File: src/rtl/banner_pkg.sv
// -----------------------------------------------------------------------------
// banner_pkg
// Shared constants and types for the text-banner reader.
//   ROM_W    : width of one banner ROM row in pixels (bits)
//   ROM_ROWS : number of valid banner rows (addresses 1..ROM_ROWS)
//   ROM_AW   : ROM row address width (address 0 reads back blank)
//   IDX_W    : width of a column index into a ROM row
// -----------------------------------------------------------------------------
package banner_pkg;

    localparam int ROM_W    = 1440;
    localparam int ROM_ROWS = 41;
    localparam int ROM_AW   = 6;
    localparam int IDX_W    = 11;

    typedef logic [IDX_W-1:0]  idx_t;
    typedef logic [ROM_AW-1:0] addr_t;

endpackage

File: src/rtl/banner_mod_add.sv
// -----------------------------------------------------------------------------
// banner_mod_add
// Combinational (a + b) mod ROM_W for operands already below ROM_W.
// The raw sum is below 2*ROM_W, so a single conditional subtract suffices.
// Ports:
//   a, b : operands, each < ROM_W
//   sum  : (a + b) mod ROM_W
// -----------------------------------------------------------------------------
module banner_mod_add
    import banner_pkg::*;
(
    input  logic [IDX_W-1:0] a,
    input  logic [IDX_W-1:0] b,
    output logic [IDX_W-1:0] sum
);

    localparam logic [IDX_W:0] WRAP = (IDX_W+1)'(ROM_W);

    logic [IDX_W:0] raw;

    always_comb begin
        raw = {1'b0, a} + {1'b0, b};
        sum = (raw >= WRAP) ? idx_t'(raw - WRAP) : raw[IDX_W-1:0];
    end

endmodule

File: src/rtl/banner_scanner.sv
// -----------------------------------------------------------------------------
// banner_scanner
// Reader side of the banner ROM. Generates the ROM row address one line ahead
// of the raster, latches the row at line_end, and produces a per-pixel
// "text on" flag two cycles after the pixel coordinates, with a per-frame
// horizontal marquee scroll.
//
// Ports:
//   clk, rst        : pixel clock, asynchronous active-high reset
//   pix_x, pix_y    : raster coordinates from the timing generator
//   de              : active-video enable
//   line_end        : pulse after the last active pixel; loads the row buffer
//   frame_end       : pulse after the last active line; advances scroll
//   scroll_en       : enables scroll advance at frame_end
//   rom_addr        : registered row address to the external banner ROM
//   rom_data        : row bits from the ROM, MSB is the leftmost pixel
//   pix_on, pix_de  : banner foreground and de, both 2 cycles after input
//
// Build option:
//   BANNER_BLINK_EN : when defined, the banner blinks with a half-period of
//                     BLINK_FRAMES frames; otherwise it is always visible.
// -----------------------------------------------------------------------------
module banner_scanner
    import banner_pkg::*;
#(
    parameter int X0           = 200,
    parameter int Y0           = 100,
    parameter int WIN_W        = 640,
    parameter int SCROLL_STEP  = 2,
    parameter int BLINK_FRAMES = 30
)
(
    input  logic              clk,
    input  logic              rst,
    input  logic [10:0]       pix_x,
    input  logic [10:0]       pix_y,
    input  logic              de,
    input  logic              line_end,
    input  logic              frame_end,
    input  logic              scroll_en,
    output logic [5:0]        rom_addr,
    input  logic [1439:0]     rom_data,
    output logic              pix_on,
    output logic              pix_de
);

    localparam logic [11:0] X_LO    = 12'(X0);
    localparam logic [11:0] X_HI    = 12'(X0 + WIN_W);
    localparam logic [11:0] Y_LO    = 12'(Y0);
    localparam logic [11:0] Y_HI    = 12'(Y0 + ROM_ROWS);
    localparam idx_t        STEP    = idx_t'(SCROLL_STEP);
    localparam idx_t        IDX_MAX = idx_t'(ROM_W - 1);

    logic [ROM_W-1:0] row_buf;
    idx_t             scroll;
    idx_t             scroll_nxt;
    idx_t             col_off;
    idx_t             idx_nxt;
    idx_t             idx1;
    logic             win1;
    logic             de1;
    logic             visible;
    logic [11:0]      x_ext;
    logic [11:0]      y_ext;
    logic [11:0]      ny;
    logic             in_x;
    logic             in_y;
    addr_t            addr_nxt;

    always_comb begin
        x_ext    = {1'b0, pix_x};
        y_ext    = {1'b0, pix_y};
        ny       = y_ext + 12'd1;
        in_x     = (x_ext >= X_LO) && (x_ext < X_HI);
        in_y     = (y_ext >= Y_LO) && (y_ext < Y_HI);
        // Out-of-window columns feed a safe zero so the row index stays in range.
        col_off  = in_x ? idx_t'(x_ext - X_LO) : '0;
        // Address for the line about to start, so the row is ready at line_end.
        addr_nxt = '0;
        if ((ny >= Y_LO) && (ny < Y_HI)) begin
            addr_nxt = addr_t'(ny - Y_LO + 12'd1);
        end
    end

    banner_mod_add u_idx_add (
        .a   (col_off),
        .b   (scroll),
        .sum (idx_nxt)
    );

    banner_mod_add u_scroll_add (
        .a   (scroll),
        .b   (STEP),
        .sum (scroll_nxt)
    );

`ifdef BANNER_BLINK_EN
    localparam int BLINK_CW = (BLINK_FRAMES > 1) ? $clog2(BLINK_FRAMES) : 1;

    logic [BLINK_CW-1:0] blink_cnt;
    logic                blink_vis;

    always_ff @(posedge clk or posedge rst) begin
        if (rst) begin
            blink_cnt <= '0;
            blink_vis <= 1'b1;
        end else if (frame_end) begin
            if (blink_cnt == BLINK_CW'(BLINK_FRAMES - 1)) begin
                blink_cnt <= '0;
                blink_vis <= ~blink_vis;
            end else begin
                blink_cnt <= blink_cnt + BLINK_CW'(1);
            end
        end
    end

    assign visible = blink_vis;
`else
    assign visible = 1'b1;
`endif

    always_ff @(posedge clk or posedge rst) begin
        if (rst) begin
            rom_addr <= '0;
            row_buf  <= '0;
            scroll   <= '0;
            win1     <= 1'b0;
            idx1     <= '0;
            de1      <= 1'b0;
            pix_on   <= 1'b0;
            pix_de   <= 1'b0;
        end else begin
            rom_addr <= addr_nxt;
            if (line_end) begin
                row_buf <= rom_data;
            end
            if (frame_end && scroll_en) begin
                scroll <= scroll_nxt;
            end
            win1   <= de & in_x & in_y;
            idx1   <= idx_nxt;
            de1    <= de;
            // Reads row_buf before any same-edge load, so the old row finishes.
            pix_on <= de1 & win1 & row_buf[IDX_MAX - idx1] & visible;
            pix_de <= de1;
        end
    end

endmodule

File: config.mk
export PLATFORM = sky130hd
export DESIGN_NAME = banner_scanner
export DESIGN_NICKNAME = d
export VERILOG_FILES = /design/src/rtl/banner_pkg.sv /design/src/rtl/banner_mod_add.sv /design/src/rtl/banner_scanner.sv
export SDC_FILE = /design/constraint.sdc
export NUM_CORES = 2
export LEC_CHECK = 0
export BUFFER_PORTS_ARGS = -buffer_cell sky130_fd_sc_hd__buf_2
export CORE_AREA = 5 5 574 576
export DETAILED_ROUTE_END_ITERATION = 16
export DIE_AREA = 0 0 579 581
export GPL_ROUTABILITY_DRIVEN = 0
export GPL_TIMING_DRIVEN = 1
export HOLD_SLACK_MARGIN = 0.12
export PLACE_DENSITY = 0.41
export SLEW_MARGIN = 20
export SYNTH_ARGS = -nofsm -noshare
export SYNTH_HDL_FRONTEND = slang
export SYNTH_SLANG_ARGS = --single-unit
File: constraint.sdc
create_clock -name clk -period 115.4 [get_ports clk]
set_clock_uncertainty 0.2 [all_clocks]
set_input_delay 28.85 -clock clk [delete_from_list [all_inputs] [get_ports clk]]
set_output_delay 28.85 -clock clk [all_outputs]
set_load 0.05 [all_outputs]
==> run summary <==
Status -> finished, final reports clean
Count of endpoints failing setup in the final report -> 0
Reg-to-reg setup timing slack -> 109.50 ns
Startpoint class of the critical path -> input port
Wire per inst -> 28.80 um
Critical path cell sequence -> buf_2 -> inv_8 -> buf_4 -> buf_4 -> buf_4 -> buf_4 -> buf_4 -> buf_4
Transition at the pin with the smallest max-transition slack -> 1.287 ns
Number of warnings printed during yosys synthesis -> 0
Launching element of the worst setup path -> rst
Tightest Hold Check Type -> reg2reg
Clock buffer count from CTS -> 185
Number of global-route vias before repair -> 48.61k
Final Hold Viols -> 0
Synthesized area divided by synthesized cell count -> 15.97 um2
Pin count of the biggest net entering global routing -> 179
Skew-Pair Late Insertion Delay -> 0.84 ns
Number of nets with antenna violations after routing -> 0
Starting DRT DRC Count -> 2293
Wire length of the first global-routing pass -> 402800 um
Fraction of met1 tracks used by global routing -> 19.53%
Buffers on Ports -> 1475
Met3 Use GR -> 5.553%
Net Count, Synth -> 5706
Antenna violations before repair -> 428
Total wirelength of the detailed-routed design -> 296800 um
Fraction of the cycle the final worst path needs -> 29.07%
FP Rows -> 209
Time the final worst path needs with I/O delays and setup -> 33.55 ns
Router iterations before antenna repair -> 5
Number of H-tree branching levels -> 4
Crit path required time -> 116.01 ns
Starting density of the core -> 20.82%
Peak clock frequency supported by timing -> 29.81 MHz
# clock sinks -> 1471
Post-synth ARST share -> 100.0%
Count of state elements after synthesis -> 1471
Data arrival time of the critical path -> 34.16 ns
Largest fanout of any net on the critical path -> 66
Clock-pin slew of the registers on the worst-case setup and hold paths -> 0.06 ns
Number of library cell types mapped by synthesis -> 72
Proportion of synthesized chip area in sequential cells -> 54.71%
Number of max-capacitance violations reported -> 0
Critical R2R Launch -> idx1[2]
Global-route layer with the greatest usage -> met2
Layout Utilization -> 26.65%
DRC Markers -> 0
Clock root buffer -> clkbuf_16
GRT Overall Usage -> 17.00%
Post-CTS Resized -> 0
Via count normalized by instance count -> 4.398
Core area -> 323200 um2
Deepest clock path buffer count -> 4
Total via count in the routed design -> 45.32k
Height of the die -> 581 um
Most frequent standard cell in the layout excluding fill and tap cells -> buf_2
Cell with the most instances on the worst path -> buf_4
Crit Path Category -> in2async
HPWL after detailed placement -> 229300 um
Area growth syn-to-layout -> 28.04%
Clock tree from TritonCTS -> yes
Final Max Tran Viols -> 0
Post-CTS setup repair buffer count -> 0
Setup TNS Final -> 0 ns
Floorplan die area -> 336400 um2
Main synth FF type -> dfrtp_1
Slowest stage cell, crit path -> buf_4
Worst Reg-to-Reg Cells -> 11
Summed instance area of the synthesized netlist -> 67280 um2
CTS Hold Bufs -> 0
Setup repair after global routing missed its margin -> no
Overflow after GRT -> 0
Category of the worst setup path capture point -> asynchronous set/reset pin
Met2 usage -> 30.47%
Die W -> 579 um
Peak VDD IR -> 0.01258 mV
Static leakage -> 36.23 nW
Crit path largest cell delay -> 0.82 ns
Nets@finish -> 7177
Critical path destination -> row_buf[1088]
Post-synth EDFFs -> 0
Synthesized netlist cell count -> 4214
RR Endpoint -> pix_on
Commonest cells after routing, fill and taps aside -> buf_2 (1474), dfrtp_1 (1465), mux2_2 (1446)
# IOs -> 1476
Relative slew margins -> 13.56%
Fraction of layout instances using a drive strength above 1 -> 63.37%
Pwr per Cell Area -> 19.98 nW/um2
[per-stage QoR]
step                total power [mW]  instances  instance area, um2  hold WS (ns)  setup slack, ns
global route                   1.809      10214               85920        0.2933            80.94
finish                         1.721      10304               86150        0.2759            81.85
floorplan                     0.8915       4214               67280        0.1539            44.86
CTS                            1.773      10150               85730        0.3003            81.64
global placement               1.163       9822               79500        0.2829            80.87
detailed placement             1.166       9822               79500        0.2872            80.76
[power breakdown]
group | switching, mW | internal, mW
sequential | 0.0468 | 0.571
clock | 0.241 | 0.353
combinational | 0.303 | 0.205
total | 0.591 | 1.13
[worst min path at each step]
| stage | depth (start not counted) | endpoint | from |
|---|---|---|---|
| floorplan | 0 | pix_de | de1 |
| finish | 0 | pix_de | de1 |
| global route | 0 | pix_de | de1 |
| detailed placement | 1 | row_buf[740] | row_buf[740] |
| CTS | 1 | row_buf[740] | row_buf[740] |
| global placement | 1 | row_buf[1309] | row_buf[1309] |
[area by class of cell]
type,count,area [um2]
clock inverters,48,665.6
repair buffers,1570,8200
flip-flops and latches,1471,36830
fillers,33826,237100
multi-input cells,2437,29010
clock buffers,280,5558
inverters,20,82.58
well taps,4325,5411
diodes,153,382.9
[flip-flops by register name, indices dropped and copies added, names as in the netlist]
name and count:
pix_on 1, win1 1, idx1 11, rom_addr 6
pix_de 1, row_buf 1440, de1 1, scroll 10
[cells in the mapped netlist (all sizes together), types with 8 or more instances]
master	count	share of area [%]
nor3	22	0.16
a22o	14	0.18
a22oi	55	0.61
a21oi	33	0.25
nand2	46	0.26
a31oi	10	0.093
a221oi	13	0.18
mux2	1446	24
o22ai	35	0.33
xnor2	17	0.22
mux2i	63	0.94
nand3	28	0.21
nor2b	18	0.17
buf	107	1.2
inv	20	0.11
o21ai	19	0.14
nor2	51	0.28
clkbuf	179	1.0
dfrtp	1471	55
nand4	9	0.084
nand2b	15	0.14
and3	9	0.084
a2111oi	8	0.11
mux4	360	12
ha	23	0.43
a211oi	24	0.28
xor2	25	0.33
[worst max-delay path: cells and delay by family]
family                 cells  cell delay, ns
buffers and inverters      8            4.97
[cells by family (layout without fill, tap and decap cells)]
logic type | Yosys count | in the layout | synth area share [%]
compound gates | 263 | 263 | 2.836
xor+xnor | 42 | 42 | 0.5467
fa+ha+maj | 24 | 24 | 0.4575
buf+inv | 306 | 1918 | 2.343
flops | 1471 | 1471 | 54.71
mux | 1869 | 1869 | 37.26
other cells | 0 | 153 | 0
simple gates | 239 | 239 | 1.841
[per-layer routing]
layer | wire length [um] | vias up | part of all wire, %
met5 | 1354 | - | 0.46
met4 | 9152 | 216 | 3.1
met3 | 23880 | 829 | 8.0
met2 | 150000 | 1753 | 51
met1 | 112400 | 23357 | 38
li1 | - | 19163 | -
Note: power is estimated with default switching activity, not from simulation.
